File: config.mk
export PLATFORM = sky130hd
export DESIGN_NAME = weight_loader_flat
export DESIGN_NICKNAME = d
export VERILOG_FILES = /design/src/rtl/weight_pkg.sv /design/src/rtl/weight_loader_if.sv /design/src/rtl/weight_loader_row_packer.sv /design/src/rtl/weight_loader.sv /design/src/flat_wrapper.sv
export SDC_FILE = /design/constraint.sdc
export NUM_CORES = 1
export LEC_CHECK = 0
export BUFFER_PORTS_ARGS = -buffer_cell sky130_fd_sc_hd__buf_2
export CAP_MARGIN = 20
export CORE_AREA = 2 2 158 122
export CTS_CLUSTER_DIAMETER = 150
export DETAILED_ROUTE_END_ITERATION = 8
export DIE_AREA = 0 0 160 124
export HOLD_SLACK_MARGIN = 0.06
export PLACE_DENSITY_LB_ADDON = 0.15
export SLEW_MARGIN = 20
export SYNTH_ARGS = -nofsm -noshare
export SYNTH_HDL_FRONTEND = slang
export SYNTH_SLANG_ARGS = --single-unit
File: constraint.sdc
create_clock -name clk -period 2.1 [get_ports clk]
set_input_delay 0.21 -clock clk [delete_from_list [all_inputs] [get_ports clk]]
set_output_delay 0.21 -clock clk [all_outputs]
set_load 0.05 [all_outputs]
File: src/rtl/weight_pkg.sv
// Shared types and default dimensions for the weight loader and weight storage benches.
package weight_pkg;

    typedef enum logic [1:0] {
        IDLE,
        FILL,
        WRITE,
        FINISH
    } loader_state_t;

    localparam int FRAC_BITS  = 8;
    localparam int DATA_SIZE  = 16;
    localparam int SIZE       = 3;
    localparam int LAYER_SIZE = 5;

endpackage

File: src/rtl/weight_loader_if.sv
// Weight word input stream plus the storage write port driven by the loader.
interface weight_loader_if
    import weight_pkg::*;
#(
    parameter int data_size = DATA_SIZE,
    parameter int size      = SIZE
);
    logic [data_size-1:0]      in_data;
    logic                      in_valid;
    logic                      in_ready;
    logic [31:0]               write_layer_index;
    logic [31:0]               write_row_index;
    logic [data_size*size-1:0] write_data;
    logic                      is_write;

    modport master (
        input  in_data, in_valid,
        output in_ready, write_layer_index, write_row_index, write_data, is_write
    );

    modport slave (
        output in_data, in_valid,
        input  in_ready, write_layer_index, write_row_index, write_data, is_write
    );
endinterface

File: src/rtl/weight_loader_row_packer.sv
// Packs successive words into one row, column 0 in the MSB slice.
// Latency: row shows the accepted word combinationally; slices update on the accept edge.
// Backpressure: none of its own; load is the caller's accepted-word strobe.
module row_packer
    import weight_pkg::*;
#(
    parameter int data_size = DATA_SIZE,
    parameter int size      = SIZE
) (
    input  logic                      clk,
    input  logic                      rst_n,
    input  logic                      clear,
    input  logic                      load,
    input  logic [data_size-1:0]      word,
    output logic [data_size*size-1:0] row,
    output logic                      full
);
    localparam int CW = (size > 1) ? $clog2(size) : 1;

    logic [CW-1:0]             col;
    logic [data_size*size-1:0] slices;
    int                        sel;

    assign full = (32'(col) == size - 1);

    // Merging the incoming word lets the caller capture a complete row on the last accept.
    always_comb begin
        sel = (size - int'(col)) * data_size - 1;
        row = slices;
        if (load) begin
            row[sel -: data_size] = word;
        end
    end

    always_ff @(posedge clk) begin
        if (!rst_n || clear) begin
            col    <= '0;
            slices <= '0;
        end else if (load) begin
            slices <= row;
            col    <= full ? '0 : col + CW'(1);
        end
    end

endmodule

File: src/rtl/weight_loader.sv
// Streams Q8.8 words into rows and writes every row of every layer into weight storage.
// Latency: size+1 cycles per row minimum, done pulses one cycle after the final write.
// Backpressure: in_ready high only while filling; in_valid low stalls indefinitely. Checksum: WEIGHT_LOADER_CHECKSUM_EN.
module weight_loader
    import weight_pkg::*;
#(
    parameter int data_size  = DATA_SIZE,
    parameter int size       = SIZE,
    parameter int layer_size = LAYER_SIZE
) (
    input  logic                clk,
    input  logic                rst_n,
    input  logic                start,
    weight_loader_if.master     wif,
    output logic                busy,
    output logic                done,
    output logic [31:0]         checksum
);
    localparam int RW = (size > 1) ? $clog2(size) : 1;
    localparam int LW = (layer_size > 1) ? $clog2(layer_size) : 1;

    loader_state_t             state;
    logic [RW-1:0]             row_cnt;
    logic [LW-1:0]             layer_cnt;
    logic                      accept;
    logic                      start_ok;
    logic                      full;
    logic [data_size*size-1:0] packed_row;

    assign accept   = (state == FILL) && wif.in_valid && wif.in_ready;
    assign start_ok = (state == IDLE) && start;

    row_packer #(
        .data_size(data_size),
        .size     (size)
    ) u_packer (
        .clk  (clk),
        .rst_n(rst_n),
        .clear(start_ok),
        .load (accept),
        .word (wif.in_data),
        .row  (packed_row),
        .full (full)
    );

    always_ff @(posedge clk) begin
        if (!rst_n) begin
            state                 <= IDLE;
            wif.in_ready          <= 1'b0;
            wif.is_write          <= 1'b0;
            wif.write_data        <= '0;
            wif.write_row_index   <= '0;
            wif.write_layer_index <= '0;
            busy                  <= 1'b0;
            done                  <= 1'b0;
            row_cnt               <= '0;
            layer_cnt             <= '0;
        end else begin
            wif.is_write <= 1'b0;
            done         <= 1'b0;
            case (state)
                IDLE: begin
                    if (start) begin
                        state        <= FILL;
                        wif.in_ready <= 1'b1;
                        busy         <= 1'b1;
                        row_cnt      <= '0;
                        layer_cnt    <= '0;
                    end
                end
                FILL: begin
                    if (accept && full) begin
                        state                 <= WRITE;
                        wif.in_ready          <= 1'b0;
                        wif.is_write          <= 1'b1;
                        wif.write_data        <= packed_row;
                        wif.write_row_index   <= 32'(row_cnt);
                        wif.write_layer_index <= 32'(layer_cnt);
                    end
                end
                WRITE: begin
                    if (32'(row_cnt) < size - 1) begin
                        row_cnt      <= row_cnt + RW'(1);
                        state        <= FILL;
                        wif.in_ready <= 1'b1;
                    end else if (32'(layer_cnt) < layer_size - 1) begin
                        row_cnt      <= '0;
                        layer_cnt    <= layer_cnt + LW'(1);
                        state        <= FILL;
                        wif.in_ready <= 1'b1;
                    end else begin
                        state <= FINISH;
                        done  <= 1'b1;
                        busy  <= 1'b0;
                    end
                end
                FINISH: begin
                    state <= IDLE;
                end
                default: begin
                    state <= IDLE;
                end
            endcase
        end
    end

`ifdef WEIGHT_LOADER_CHECKSUM_EN
    logic [31:0] sum_q;

    always_ff @(posedge clk) begin
        if (!rst_n || start_ok) begin
            sum_q <= '0;
        end else if (accept) begin
            sum_q <= sum_q + 32'($signed(wif.in_data));
        end
    end

    assign checksum = sum_q;
`else
    assign checksum = '0;
`endif

endmodule
File: src/flat_wrapper.sv
// flat-port wrapper written by rule: the top's interface ports become plain ports
module weight_loader_flat import weight_pkg::*;
#(
    parameter int data_size  = DATA_SIZE,
    parameter int size       = SIZE,
    parameter int layer_size = LAYER_SIZE
)
  (clk, rst_n, start, busy, done, checksum, wif_in_data, wif_in_valid, wif_in_ready, wif_write_layer_index, wif_write_row_index, wif_write_data, wif_is_write);
  weight_loader_if #(.data_size(data_size), .size(size)) wif_i ();
  input  logic clk;
  input  logic rst_n;
  input  logic start;
  output logic busy;
  output logic done;
  output logic [31:0] checksum;
  input wire logic [$bits(wif_i.in_data)-1:0] wif_in_data;
  input wire logic [$bits(wif_i.in_valid)-1:0] wif_in_valid;
  output wire logic [$bits(wif_i.in_ready)-1:0] wif_in_ready;
  output wire logic [$bits(wif_i.write_layer_index)-1:0] wif_write_layer_index;
  output wire logic [$bits(wif_i.write_row_index)-1:0] wif_write_row_index;
  output wire logic [$bits(wif_i.write_data)-1:0] wif_write_data;
  output wire logic [$bits(wif_i.is_write)-1:0] wif_is_write;
  assign wif_i.in_data = wif_in_data;
  assign wif_i.in_valid = wif_in_valid;
  assign wif_in_ready = wif_i.in_ready;
  assign wif_write_layer_index = wif_i.write_layer_index;
  assign wif_write_row_index = wif_i.write_row_index;
  assign wif_write_data = wif_i.write_data;
  assign wif_is_write = wif_i.is_write;
  weight_loader #(.data_size(data_size), .size(size), .layer_size(layer_size)) u_core (.clk(clk), .rst_n(rst_n), .start(start), .wif(wif_i), .busy(busy), .done(done), .checksum(checksum));
endmodule
; ---- After elaboration in Yosys (flattened, before gate mapping)
; Index checks and enable logic that the tools add are counted.
[word_totals]
regBits = 114
in_bits = 20
elab_cells = 77
[op_classes]
n_addsub = 6
n_lt_le_gt_ge = 2
n_eq_ne = 10
shifts = 2
muxes = 26
n_bitwise = 2
reduce_logical = 17
[ops]
columns = operator, n
row1 = $shift 16x33->63 const A, 1
row2 = $shiftx 16x33->63, 1
row3 = $bwmux 48, 1
row4 = $mux 48, 1
row5 = $neg 8->33, 1
row6 = $mux 2, 8
row7 = $reduce_and 4->1, 3
row8 = $mux 3, 3
row9 = $mux 1, 8
row10 = $ne 2x2->1 const B, 4
row11 = $pmux 2 s4, 1
row12 = $sub 7x2->8 const B, 1
row13 = $eq 2x2->1 const B, 3
row14 = $pmux 3 s2, 1
row15 = $reduce_and 2->1, 3
row16 = $add 2x1->2 const B, 2
row17 = $logic_and 1x1->1, 4
row18 = $pmux 2 s2, 1
row19 = $add 3x1->3 const B, 1
row20 = $lt 3x3->1 const B, 1
row21 = $ne 3x1->1 const B, 1
row22 = $pmux 1 s3, 1
row23 = $reduce_and 3->1, 1
row24 = $reduce_bool 3->1, 1
row25 = 11 further kinds, 12

; ---- Depth between registers and ports, before layout
; Gate-level depths: netlist of the first run.
[depth]
ltp_word = 6
mapped_depth = 8

; ---- Hierarchy
; Synthesis of the first run repeated with hierarchy kept, for this count alone.
[hier_totals]
hier_cells = 659
hier_area_um2 = 5930.7
[modules_own_cells]
columns = module, instances, cells_per_inst, area_each_um2, seq_area_each_um2
row1 = weight_loader, 1, 379, 3337.0, 1281.2
row2 = row_packer, 1, 280, 2593.7, 1001.0

; ---- Least setup slack after synthesis of the first run
; Ideal clock, no wire load.
[synth_path]
path_kind = register to register
start = register u_core.u_packer.col[0]
end = register u_core.wif.write_data[25]
setup_ns = 0.123
arrival_ns = 1.786
slack_ns = 0.191
path_stages_with_launch = 9
n_path_buf = 2
synth_period_minus_slack_ns = 1.909
cell_sequence = dfxtp_1 -> inv_1 -> ha_1 -> and3b_1 -> clkbuf_1 -> and2_1 -> clkbuf_1 -> a221oi_1 -> nor2_1
[synth_between]
elab_chain_cells = 6
elab_cells_between_ends = 10
classes_between = add/sub: 3 / eq/ne: 1 / shift: 2 / mux: 2 / reduce/logical: 2
[synth_lines]
columns = item, line_no
row1 = start: declaration, weight_loader_row_packer.sv:20  ; logic [CW-1:0] col;
row2 = start signal: assignment, weight_loader_row_packer.sv:41  ; col <= full ? '0 : col + CW'(1);
row3 = $sub 2x2->3, weight_loader_row_packer.sv:28  ; sel = (size - int'(col)) * data_size - 1;
row4 = $sub 7x2->8, weight_loader_row_packer.sv:28
row5 = $neg 8->33, weight_loader_row_packer.sv:31  ; row[sel -: data_size] = word;
row6 = $shiftx 16x33->63 or $shift 16x33->63 (tied branches), weight_loader_row_packer.sv:31
row7 = $bwmux 48, weight_loader_row_packer.sv:31
row8 = $mux 48, weight_loader_row_packer.sv:30  ; if (load) begin
row9 = end signal: assignment, weight_loader.sv:76  ; wif.write_data <= packed_row;
row10 = end: declaration, weight_loader_if.sv:18  ; output in_ready, write_layer_index, write_row_index, write_data, is_write
; Several ways; a longest one is shown, not always the timed one.
; A chain may end at the register's enable or synchronous reset.

; ---- Worst setup path in the final report of the first run
[layout_path]
start = register u_core.u_packer.col[0]
end = register u_core.wif.write_data[30]
; Same word-level chain as after synthesis.

==> impl_metrics.prom, run 1 <==
# TYPE chip_impl_metric gauge
chip_impl_info{name="run_status",value="complete, no violations"} 1
chip_impl_metric{name="drt_pre_antenna_iters",unit=""} 4
chip_impl_metric{name="crit_buf_inv",unit=""} 1
chip_impl_metric{name="syn_area_per_cell",unit="um^2"} 8.79
chip_impl_metric{name="worst_ep_required_time",unit="ns"} 2.33
chip_impl_metric{name="synth-edff-count",unit=""} 0
chip_impl_metric{name="cts.repair_timing.setup_buffer_count",unit=""} 0
chip_impl_info{name="worst_setup_path_start_kind",value="flop"} 1
chip_impl_metric{name="ys_warn_count",unit=""} 0
chip_impl_metric{name="synth-async-reset-ratio",unit="%"} 0
chip_impl_metric{name="ctsHoldBuffers",unit=""} 0
chip_impl_metric{name="synth.top_cell.area_share",unit="%"} 43.7
chip_impl_metric{name="core_box_area",unit="um^2"} 18200
chip_impl_metric{name="gr-total-overflow",unit=""} 0
chip_impl_metric{name="final-hold-violation-count",unit=""} 0
chip_impl_metric{name="dp_hpwl",unit="mm"} 8.55
chip_impl_metric{name="slew_viol_final",unit=""} 0
chip_impl_info{name="path_cells",value="inv_1, ha_1, and3b_1, and2_2, a221oi_1, nor2_1"} 1
chip_impl_info{name="worstSetupPathType",value="flop to flop"} 1
chip_impl_info{name="critical_path.slowest_cell",value="dfxtp_2"} 1
chip_impl_metric{name="clk_path_buf_depth",unit=""} 2
chip_impl_metric{name="antenna_violations_before_repair",unit=""} 0
chip_impl_info{name="worst_path_dominant_cell_family",value="simple AND/OR/NAND/NOR gates"} 1
chip_impl_info{name="rsz0062_at_grt",value="no"} 1
chip_impl_metric{name="post_cts_clock_slew_at_the_launch_and_capture_registers_of_the_worst_setup_and_hold_paths",unit="ns"} 0.07
chip_impl_metric{name="grt.total_usage",unit="%"} 12.1
chip_impl_metric{name="cp_slowest_stage_delay",unit="ns"} 0.40
chip_impl_info{name="clock-root-buffer",value="clkbuf_16"} 1
chip_impl_metric{name="clock_insertion_delay_worst_skew",unit="ns"} 0.35
chip_impl_info{name="flip_flop_cell_with_the_highest_count_after_synthesis",value="dfxtp_1"} 1
chip_impl_metric{name="area_occupied_by_multi_input_gates",unit="um^2"} 2000
chip_impl_metric{name="worst-slew-pin-transition",unit="ns"} 0.604
chip_impl_metric{name="final_wtd_congestion",unit=""} 0.752
chip_impl_metric{name="power-per-cell-area",unit="nW/um^2"} 803
chip_impl_metric{name="flops_latches_synth",unit=""} 98
chip_impl_metric{name="cts.sinks",unit=""} 98
chip_impl_metric{name="synth_cell_type_count",unit=""} 39
chip_impl_metric{name="largest_net_degree_at_the_start_of_global_routing",unit=""} 37
chip_impl_metric{name="detail_route.vias_per_cell",unit=""} 4.25
chip_impl_metric{name="fin_setup_tns",unit="ns"} 0
chip_impl_metric{name="timing.final.crit_period",unit="ns"} 1.98
chip_impl_metric{name="floorplan.die.width",unit="um"} 160
chip_impl_metric{name="fp.dieH",unit="um"} 124
chip_impl_metric{name="synth_cells",unit=""} 511
chip_impl_metric{name="finish.net_count",unit=""} 608
chip_impl_metric{name="effective_utilization_at_floorplan",unit="%"} 24.7
chip_impl_metric{name="drc_errors",unit=""} 0
chip_impl_metric{name="register_area",unit="um^2"} 1960
chip_impl_metric{name="antenna_cells_inserted",unit=""} 0
chip_impl_metric{name="tritoncts.num_buffers",unit=""} 9
chip_impl_info{name="final_cell_mix",value="dfxtp_1 (97), conb_1 (91), buf_2 (76)"} 1
chip_impl_metric{name="vias_in_the_first_global_route",unit=""} 3320
chip_impl_metric{name="fillers",unit=""} 1985
chip_impl_info{name="worstSetupEndpointType",value="flop"} 1
chip_impl_info{name="ys_top_cells_by_area",value="dfxtp_1 (44%), buf_4 (17%), a21oi_1 (4.7%)"} 1
chip_impl_metric{name="finalSetupViolations",unit=""} 0
chip_impl_metric{name="grt_pass1_wl",unit="mm"} 18.3
chip_impl_metric{name="dieArea",unit="um^2"} 19800
chip_impl_metric{name="crit_path_max_fanout",unit=""} 10
chip_impl_metric{name="fp-row-count",unit=""} 43
chip_impl_metric{name="signed_area_change_from_the_synthesized_netlist_to_the_final_layout",unit="%"} 14.3
chip_impl_metric{name="post-route-period-util",unit="%"} 94.1
chip_impl_info{name="tritoncts",value="built"} 1
chip_impl_info{name="timing.hold.worst.class",value="primary input to flop"} 1
chip_impl_metric{name="antenna_left",unit=""} 0
chip_impl_metric{name="sequential_element_share_of_the_synthesized_area",unit="%"} 43.7
chip_impl_metric{name="post_drt_wl_per_cell",unit="um"} 14.5
chip_impl_metric{name="max_cap_viol_count",unit=""} 0
chip_impl_metric{name="routed_wirelength",unit="mm"} 12.1
chip_impl_metric{name="pwr_total",unit="mW"} 4.12
chip_impl_metric{name="max_clock_freq",unit="MHz"} 506
chip_impl_metric{name="initialDrtViolationCount",unit=""} 150
chip_impl_metric{name="dpl_worst_slack",unit="ns"} -0.0345
chip_impl_metric{name="power.static_leakage",unit="nW"} 2.25
chip_impl_metric{name="cp.arrival",unit="ns"} 2.21
chip_impl_metric{name="post_route_cells_drive_above_1_share",unit="%"} 21.2
chip_impl_metric{name="place.port_buffers",unit=""} 76
chip_impl_metric{name="syn-cell-area",unit="um^2"} 4490
chip_impl_metric{name="vdd_drop_max",unit="V"} 0.000376
chip_impl_metric{name="timing.final.ws_setup",unit="ns"} 0.123
chip_impl_metric{name="number_of_levels_in_the_clock_h_tree",unit=""} 3
chip_impl_info{name="layout.cells.most_common",value="dfxtp_1"} 1
chip_impl_metric{name="timing.clock.skew",unit="ns"} 0.0137
chip_impl_info{name="netlist.top_cell.by_area",value="dfxtp_1"} 1
chip_impl_metric{name="route.vias.total",unit=""} 3542
chip_impl_metric{name="design.portCount",unit=""} 168
chip_impl_metric{name="slew_headroom",unit="%"} 59.7
## sequential cells by signal, summed over array words and instances, names as in the netlist
signal                        count
u_core.busy                       1
u_core.done                       1
u_core.layer_cnt                  3
u_core.row_cnt                    2
u_core.state                      2
u_core.u_packer.col               2
u_core.u_packer.slices           32
u_core.wif.in_ready               1
u_core.wif.is_write               1
u_core.wif.write_data            48
u_core.wif.write_layer_index      3
u_core.wif.write_row_index        2
## path summary, 6_finish.rpt
| kind | from | slack (ns) | end | cells after the start |
|---|---|---|---|---|
| worst max-delay path | u_core.u_packer.col[0] | 0.12 | u_core.wif.write_data[30] | 6 |
| worst min-delay path | wif_in_data[3] | 0.15 | u_core.wif.write_data[19] | 2 |
| worst max register to register | u_core.u_packer.col[0] | 0.12 | u_core.wif.write_data[30] | 6 |
| worst min register to register | u_core.u_packer.slices[17] | 0.45 | u_core.u_packer.slices[17] | 2 |
## cell type report
cell class	instances	share of cell area, %
sequential	98	38.2
clock buffer	12	5.19
inverter	6	0.438
timing repair buffer	95	10.2
tap	247	6.02
multi-input combinational	371	39.0
clock inverter	4	0.950
## cells in the mapped netlist (all sizes together) (2+ instances only)
cell type and count:
a21oi 42, a22oi 3, nand3 34, nor2 38, and4b 2, nor3 2
mux2 2, and2 14, a221o 9, o21ai 27, ha 7, nand2 47
dfxtp 98, a221oi 23, o21a 2, clkbuf 20, a31oi 2, inv 6
a22o 16, nand2b 3, buf 106
## routing by layer
layer	global-route usage, %	routed length [um]	up-vias
met4	4.00	89	0
met2	19.0	5360	114
met1	16.0	6020	1694
met3	3.63	610	8
met5	0	0	-
li1	-	-	1726
## where the power goes
part | total, mW | internal (mW) | switching [mW]
combinational | 0.522 | 0.0440 | 0.478
clock | 1.73 | 1.02 | 0.709
sequential | 1.87 | 1.87 | 0.00789
## stage by stage
step / utilization, % / cell area (um^2) / std cells / hold WS, ns
4_1_cts: 28.2 / 5130 / 833 / 0.144
3_5_place_dp: 26.4 / 4810 / 817 / 0.441
3_3_place_gp: 26.4 / 4810 / 817 / 0.433
5_1_grt: 28.3 / 5140 / 833 / 0.163
6_report: 28.3 / 5140 / 833 / 0.148
2_1_floorplan: - / 4830 / 601 / 0.343
## what timing repair did
action,4_1_cts,5_1_grt
hold endpoints to repair,0,0
resized for setup,2,3
endpoints found under the setup margin,10,32
## cell families after synthesis
kind of cell               Yosys count  synth area share (%)
and+or+nand+nor                    145                  15.4
buffers and inverters              132                  19.6
AOI/OAI and AO/OA                  125                  18.6
DFF                                 98                  43.7
adders and majority gates            7                  1.95
muxes                                2                 0.501
other                                1                0.0835
xor gates and xnor gates             1                 0.195
(Power assumes the default switching activity.)
==> run 2: changes to the inputs <==
--- a/config.mk
+++ b/config.mk
@@ -12,6 +12,7 @@
 export DETAILED_ROUTE_END_ITERATION = 8
 export DIE_AREA = 0 0 160 124
 export HOLD_SLACK_MARGIN = 0.06
+export MAX_ROUTING_LAYER = met4
 export PLACE_DENSITY_LB_ADDON = 0.15
 export SLEW_MARGIN = 20
 export SYNTH_ARGS = -nofsm -noshare
==> impl_metrics.prom, run 2 (synthesized netlist as in run 1, its figures left out) <==
# TYPE chip_impl_metric gauge
chip_impl_metric{name="timing.clock.skew",unit="ns"} 0.00876
chip_impl_metric{name="design.portCount",unit=""} 168
chip_impl_metric{name="tritoncts.num_buffers",unit=""} 9
chip_impl_info{name="critical_path.slowest_cell",value="dfxtp_2"} 1
chip_impl_metric{name="place.port_buffers",unit=""} 76
chip_impl_metric{name="antenna_violations_before_repair",unit=""} 0
chip_impl_metric{name="antenna_cells_inserted",unit=""} 0
chip_impl_metric{name="largest_net_degree_at_the_start_of_global_routing",unit=""} 37
chip_impl_info{name="worst_setup_path_start_kind",value="flop"} 1
chip_impl_metric{name="power_switching",unit="mW"} 1.21
chip_impl_metric{name="vias_in_the_first_global_route",unit=""} 3324
chip_impl_metric{name="vdd_drop_max",unit="V"} 0.000381
chip_impl_metric{name="dieArea",unit="um^2"} 19800
chip_impl_info{name="worstSetupEndpointType",value="flop"} 1
chip_impl_metric{name="final_cell_count_no_fill",unit=""} 833
chip_impl_metric{name="fp.dieH",unit="um"} 124
chip_impl_metric{name="postCtsResizedCells",unit=""} 2
chip_impl_metric{name="number_of_cells_on_the_worst_hold_path",unit=""} 2
chip_impl_metric{name="routed_wirelength",unit="mm"} 12.1
chip_impl_metric{name="fin_util",unit="%"} 28.3
chip_impl_metric{name="fin_setup_tns",unit="ns"} 0
chip_impl_metric{name="effective_utilization_at_floorplan",unit="%"} 24.7
chip_impl_info{name="path_cells",value="inv_1, ha_1, and3b_1, and2_2, a221oi_1, nor2_1"} 1
chip_impl_metric{name="power_frac_comb",unit="%"} 12.6
chip_impl_info{name="worstSetupPathType",value="flop to flop"} 1
chip_impl_metric{name="slew_viol_final",unit=""} 0
chip_impl_metric{name="number_of_levels_in_the_clock_h_tree",unit=""} 3
chip_impl_info{name="top_regs",value="u_core.wif.write_data x48, u_core.u_packer.slices x32"} 1
chip_impl_metric{name="detail_route.vias_per_cell",unit=""} 4.26
chip_impl_metric{name="signed_area_change_from_the_synthesized_netlist_to_the_final_layout",unit="%"} 14.3
chip_impl_metric{name="power-per-cell-area",unit="nW/um^2"} 805
chip_impl_metric{name="dpl_worst_slack",unit="ns"} -0.0345
chip_impl_metric{name="clk_path_buf_depth",unit=""} 2
chip_impl_info{name="final_cell_mix",value="dfxtp_1 (97), conb_1 (91), buf_2 (76)"} 1
chip_impl_metric{name="share_clk_of_total_power",unit="%"} 42.1
chip_impl_metric{name="crit_path_max_fanout",unit=""} 10
chip_impl_metric{name="core_box_area",unit="um^2"} 18200
chip_impl_metric{name="max_clock_freq",unit="MHz"} 508
chip_impl_metric{name="finish.net_count",unit=""} 608
chip_impl_metric{name="dr_wl_met3",unit="um"} 605
chip_impl_info{name="run_status",value="complete, no violations"} 1
chip_impl_metric{name="post-route-period-util",unit="%"} 93.8
chip_impl_metric{name="timing.final.ws_setup",unit="ns"} 0.130
chip_impl_metric{name="met2_wirelength",unit="mm"} 5.39
chip_impl_metric{name="post_drt_wl_per_cell",unit="um"} 14.5
chip_impl_info{name="top_layer_used",value="met4"} 1
chip_impl_metric{name="worst_ep_required_time",unit="ns"} 2.33
chip_impl_metric{name="dpl.cell_count",unit=""} 817
chip_impl_metric{name="dp_hpwl",unit="mm"} 8.55
chip_impl_metric{name="cellInternalPower",unit="mW"} 2.93
chip_impl_metric{name="cp.arrival",unit="ns"} 2.20
chip_impl_metric{name="worst-slew-pin-transition",unit="ns"} 0.592
chip_impl_metric{name="drc_errors",unit=""} 0
chip_impl_metric{name="cts.repair_timing.setup_buffer_count",unit=""} 0
chip_impl_metric{name="grt_pass1_wl",unit="mm"} 18.3
chip_impl_metric{name="final_wtd_congestion",unit=""} 0.762
chip_impl_metric{name="cts.sinks",unit=""} 98
chip_impl_metric{name="post_route_cells_drive_above_1_share",unit="%"} 21.2
chip_impl_metric{name="floorplan.die.width",unit="um"} 160
chip_impl_metric{name="max_cap_viol_count",unit=""} 0
chip_impl_metric{name="seq_power_share",unit="%"} 45.3
chip_impl_metric{name="finalSetupViolations",unit=""} 0
chip_impl_metric{name="clock_insertion_delay_worst_skew",unit="ns"} 0.35
chip_impl_metric{name="fillers",unit=""} 1985
chip_impl_metric{name="post_cts_clock_slew_at_the_launch_and_capture_registers_of_the_worst_setup_and_hold_paths",unit="ns"} 0.07
chip_impl_metric{name="gr-total-overflow",unit=""} 0
chip_impl_metric{name="drt_pre_antenna_iters",unit=""} 5
chip_impl_metric{name="ctsHoldBuffers",unit=""} 0
chip_impl_metric{name="number_of_flip_flops_under_the_largest_register_name",unit=""} 48
chip_impl_info{name="layout.cells.most_common",value="dfxtp_1"} 1
chip_impl_info{name="top_register",value="u_core.wif.write_data"} 1
chip_impl_metric{name="cp_slowest_stage_delay",unit="ns"} 0.40
chip_impl_info{name="clock-root-buffer",value="clkbuf_16"} 1
chip_impl_metric{name="fp-row-count",unit=""} 43
chip_impl_metric{name="antenna_left",unit=""} 0
chip_impl_info{name="tritoncts",value="built"} 1
chip_impl_metric{name="power.switching_fraction",unit="%"} 29.2
chip_impl_metric{name="initialDrtViolationCount",unit=""} 178
chip_impl_metric{name="route.vias.total",unit=""} 3548
chip_impl_info{name="timing.hold.worst.class",value="primary input to flop"} 1
chip_impl_metric{name="m1WireLength",unit="mm"} 5.97
chip_impl_metric{name="grt.total_usage",unit="%"} 12.5
chip_impl_metric{name="worstRegToRegCells",unit=""} 6
chip_impl_metric{name="power.static_leakage",unit="nW"} 2.25
chip_impl_metric{name="slew_headroom",unit="%"} 60.1
chip_impl_metric{name="timing.final.crit_period",unit="ns"} 1.97
chip_impl_metric{name="final-hold-violation-count",unit=""} 0
chip_impl_metric{name="smallest_hold_slack",unit="ns"} 0.150
-- run 2: cell counts in the layout (fill, tap and decap cells not counted) --
Identical to the previous run, type by type.
-- run 2: final timing paths --
path              slack, ns                         end                        from
setup / recovery       0.13   u_core.wif.write_data[30]      u_core.u_packer.col[0]
hold / removal         0.15   u_core.wif.write_data[19]              wif_in_data[3]
setup reg to reg       0.13   u_core.wif.write_data[30]      u_core.u_packer.col[0]
hold reg to reg        0.45  u_core.u_packer.slices[17]  u_core.u_packer.slices[17]
-- run 2: power by group through the flow --
stage	combinational [mW]	sequential, mW	clock, mW
after floorplan	0.557	1.93	0
after global placement	0.518	1.92	0
after detailed placement	0.519	1.92	0
after CTS	0.520	1.87	1.81
after global routing	0.548	1.87	1.88
final	0.523	1.87	1.74
-- run 2: cell type report --
class	count	area, um^2	area share, %
Multi-Input combinational cell	371	2000	39.0
Sequential cell	98	1960	38.2
Timing Repair Buffer	95	523	10.2
Tap cell	247	309	6.02
Clock buffer	12	267	5.19
Clock inverter	4	48.8	0.950
Inverter	6	22.5	0.438
-- run 2: stage by stage --
| stage | instance area [um^2] | power (mW) |
|---|---|---|
| after global routing | 5140 | 4.30 |
| after CTS | 5130 | 4.20 |
| after detailed placement | 4810 | 2.44 |
| after global placement | 4810 | 2.43 |
| final | 5140 | 4.14 |
| after floorplan | 4830 | 2.48 |
-- run 2: per-layer routing --
layer / up-vias / global-route usage (%)
met5: - / -
met1: 1700 / 16.0
li1: 1724 / -
met2: 111 / 19.0
met3: 13 / 3.60
met4: 0 / 4.00
-- run 2: critical path, delay by kind of cell (launching register included) --
kind / cells / cell delay, ns
buffers and inverters: 1 / 0.11
AOI/OAI and AO/OA: 1 / 0.30
DFF: 1 / 0.40
and+or+nand+nor: 3 / 0.70
adders and majority gates: 1 / 0.35
==> run 3: changes to the inputs <==
--- a/config.mk
+++ b/config.mk
@@ -14,6 +14,7 @@
 export HOLD_SLACK_MARGIN = 0.06
 export MAX_ROUTING_LAYER = met4
 export PLACE_DENSITY_LB_ADDON = 0.15
+export SETUP_SLACK_MARGIN = 0.15
 export SLEW_MARGIN = 20
 export SYNTH_ARGS = -nofsm -noshare
 export SYNTH_HDL_FRONTEND = slang
==> impl_metrics.prom, run 3 (synthesized netlist as in run 1, its figures left out) <==
# TYPE chip_impl_metric gauge
chip_impl_metric{name="timing.final.crit_period",unit="ns"} 1.79
chip_impl_metric{name="antenna_cells_inserted",unit=""} 0
chip_impl_info{name="clock-root-buffer",value="clkbuf_16"} 1
chip_impl_metric{name="route.vias.total",unit=""} 3542
chip_impl_metric{name="clock_insertion_delay_worst_skew",unit="ns"} 0.35
chip_impl_metric{name="pwr_total",unit="mW"} 4.13
chip_impl_metric{name="routed_wirelength",unit="mm"} 12.1
chip_impl_metric{name="finish.net_count",unit=""} 610
chip_impl_metric{name="area_occupied_by_multi_input_gates",unit="um^2"} 2030
chip_impl_info{name="top_register",value="u_core.wif.write_data"} 1
chip_impl_metric{name="post-route-period-util",unit="%"} 85.3
chip_impl_metric{name="floorplan.die.width",unit="um"} 160
chip_impl_metric{name="final_wtd_congestion",unit=""} 0.762
chip_impl_metric{name="cts.sinks",unit=""} 98
chip_impl_info{name="worstHoldStart",value="wif_in_data[3]"} 1
chip_impl_metric{name="number_of_levels_in_the_clock_h_tree",unit=""} 3
chip_impl_metric{name="fp-row-count",unit=""} 43
chip_impl_metric{name="number_of_cells_on_the_worst_hold_path",unit=""} 2
chip_impl_metric{name="core_box_area",unit="um^2"} 18200
chip_impl_info{name="run_status",value="complete, no violations"} 1
chip_impl_metric{name="post_route_cells_drive_above_1_share",unit="%"} 22.3
chip_impl_metric{name="antenna_violations_before_repair",unit=""} 0
chip_impl_metric{name="effective_utilization_at_floorplan",unit="%"} 24.7
chip_impl_info{name="final_cell_mix",value="dfxtp_1 (97), conb_1 (91), buf_2 (76)"} 1
chip_impl_metric{name="drt_pre_antenna_iters",unit=""} 4
chip_impl_metric{name="fp.dieH",unit="um"} 124
chip_impl_metric{name="dp_hpwl",unit="mm"} 8.55
chip_impl_metric{name="r2r_setup_slack",unit="ns"} 0.31
chip_impl_info{name="top_regs",value="u_core.wif.write_data x48, u_core.u_packer.slices x32"} 1
chip_impl_metric{name="finalSetupViolations",unit=""} 0
chip_impl_metric{name="smallest_hold_slack",unit="ns"} 0.154
chip_impl_info{name="min_delay_worst_endpoint",value="u_core.wif.write_data[19]"} 1
chip_impl_metric{name="max_clock_freq",unit="MHz"} 558
chip_impl_info{name="tritoncts",value="built"} 1
chip_impl_metric{name="vdd_drop_max",unit="V"} 0.000376
chip_impl_metric{name="worstRegToRegCells",unit=""} 6
chip_impl_metric{name="initialDrtViolationCount",unit=""} 194
chip_impl_metric{name="grt.total_usage",unit="%"} 12.5
chip_impl_metric{name="gr-total-overflow",unit=""} 0
chip_impl_metric{name="clk_path_buf_depth",unit=""} 2
chip_impl_metric{name="design.portCount",unit=""} 168
chip_impl_metric{name="dieArea",unit="um^2"} 19800
chip_impl_metric{name="place.port_buffers",unit=""} 76
chip_impl_metric{name="worst_ep_required_time",unit="ns"} 2.33
chip_impl_metric{name="largest_net_degree_at_the_start_of_global_routing",unit=""} 37
chip_impl_info{name="layout.cells.most_common",value="dfxtp_1"} 1
chip_impl_info{name="worst_setup_path_start_kind",value="flop"} 1
chip_impl_metric{name="register_area",unit="um^2"} 1960
chip_impl_metric{name="worst-slew-pin-transition",unit="ns"} 0.592
chip_impl_metric{name="vias_in_the_first_global_route",unit=""} 3329
chip_impl_metric{name="fillers",unit=""} 1979
chip_impl_metric{name="timing.clock.skew",unit="ns"} 0.00749
chip_impl_metric{name="post_cts_clock_slew_at_the_launch_and_capture_registers_of_the_worst_setup_and_hold_paths",unit="ns"} 0.07
chip_impl_metric{name="slew_viol_final",unit=""} 0
chip_impl_metric{name="cp.arrival",unit="ns"} 2.02
chip_impl_info{name="timing.hold.worst.class",value="primary input to flop"} 1
chip_impl_info{name="rsz0062_at_grt",value="yes"} 1
chip_impl_metric{name="number_of_flip_flops_under_the_largest_register_name",unit=""} 48
chip_impl_metric{name="post_drt_wl_per_cell",unit="um"} 14.4
chip_impl_info{name="crit-reg2reg-capture",value="u_core.wif.write_data[41]"} 1
chip_impl_metric{name="final-hold-violation-count",unit=""} 0
chip_impl_metric{name="max_cap_viol_count",unit=""} 0
chip_impl_metric{name="antenna_left",unit=""} 0
chip_impl_metric{name="grt_pass1_wl",unit="mm"} 18.4
chip_impl_metric{name="slew_headroom",unit="%"} 60.5
chip_impl_metric{name="detail_route.vias_per_cell",unit=""} 4.24
chip_impl_metric{name="crit_path_max_fanout",unit=""} 16
chip_impl_info{name="worstSetupEndpointType",value="flop"} 1
chip_impl_metric{name="drc_errors",unit=""} 0
chip_impl_metric{name="signed_area_change_from_the_synthesized_netlist_to_the_final_layout",unit="%"} 15.3
chip_impl_metric{name="power.static_leakage",unit="nW"} 2.28
chip_impl_metric{name="power-per-cell-area",unit="nW/um^2"} 797
chip_impl_info{name="worstSetupPathType",value="flop to flop"} 1
chip_impl_info{name="crit-reg2reg-launch",value="u_core.u_packer.col[0]"} 1
chip_impl_metric{name="tritoncts.num_buffers",unit=""} 9
==> run 3: cell count changes in the layout (fill, tap and decap cells not counted), sizes merged <==
cell / previous run / this run
buf: 95 / 97
==> run 3: metrics by stage <==
| stage | TNS (ns) | std cells | util [%] | setup slack, ns | area, um^2 |
|---|---|---|---|---|---|
| 2_1_floorplan | 0 | 601 | - | 0.191 | 4830 |
| 3_3_place_gp | 0 | 817 | 26.4 | 0.0772 | 4810 |
| 3_5_place_dp | -0.264 | 817 | 26.4 | -0.0345 | 4810 |
| 4_1_cts | 0 | 833 | 28.3 | 0.157 | 5140 |
| 5_1_grt | 0 | 835 | 28.5 | 0.140 | 5180 |
| 6_report | 0 | 835 | 28.5 | 0.309 | 5180 |
==> run 3: routing by layer <==
layer,track usage (%),vias to the layer above,part of all wire (%)
met5,-,-,0
met4,4.00,0,0.88
met3,3.60,8,5.3
met2,19.0,116,45
met1,16.0,1685,49
li1,-,1733,-
==> run 3: cell type report <==
type                       count  area share, %
multi-input combinational    371           39.2
sequential                    98           37.9
timing repair buffer          97           10.4
tap                          247           5.97
clock buffer                  12           5.14
clock inverter                 4          0.942
inverter                       6          0.435
==> run 3: worst max path at each step <==
stage,endpoint,slack (ns),startpoint,cells past startpoint
floorplan,u_core.wif.write_data[25],0.19,u_core.u_packer.col[0],8
global placement,u_core.wif.write_data[26],0.08,u_core.u_packer.col[0],6
detailed placement,u_core.wif.write_data[16],-0.03,u_core.u_packer.col[0],6
CTS,u_core.wif.write_data[30],0.16,u_core.u_packer.col[0],6
global route,u_core.wif.write_data[43],0.14,u_core.state[0],6
finish,u_core.wif.write_data[41],0.31,u_core.u_packer.col[0],6
==> run 3: critical path: stages (launching register included) <==
cell and delay, ns:
dfxtp_2 0.40, inv_1 0.11, ha_1 0.34, nor3_2 0.05, and2_2 0.32, a221oi_1 0.36, nor2_1 0.08
==> run 3: what timing repair did <==
item,4_1_cts,5_1_grt
resized for setup,6,5
endpoints found under the setup margin,32,8
setup buffers,0,2
hold buffers,0,0
==> run 3: power by group <==
part / switching, mW / internal, mW
logic: 0.479 / 0.0441
clock network: 0.711 / 1.02
registers: 0.00783 / 1.87
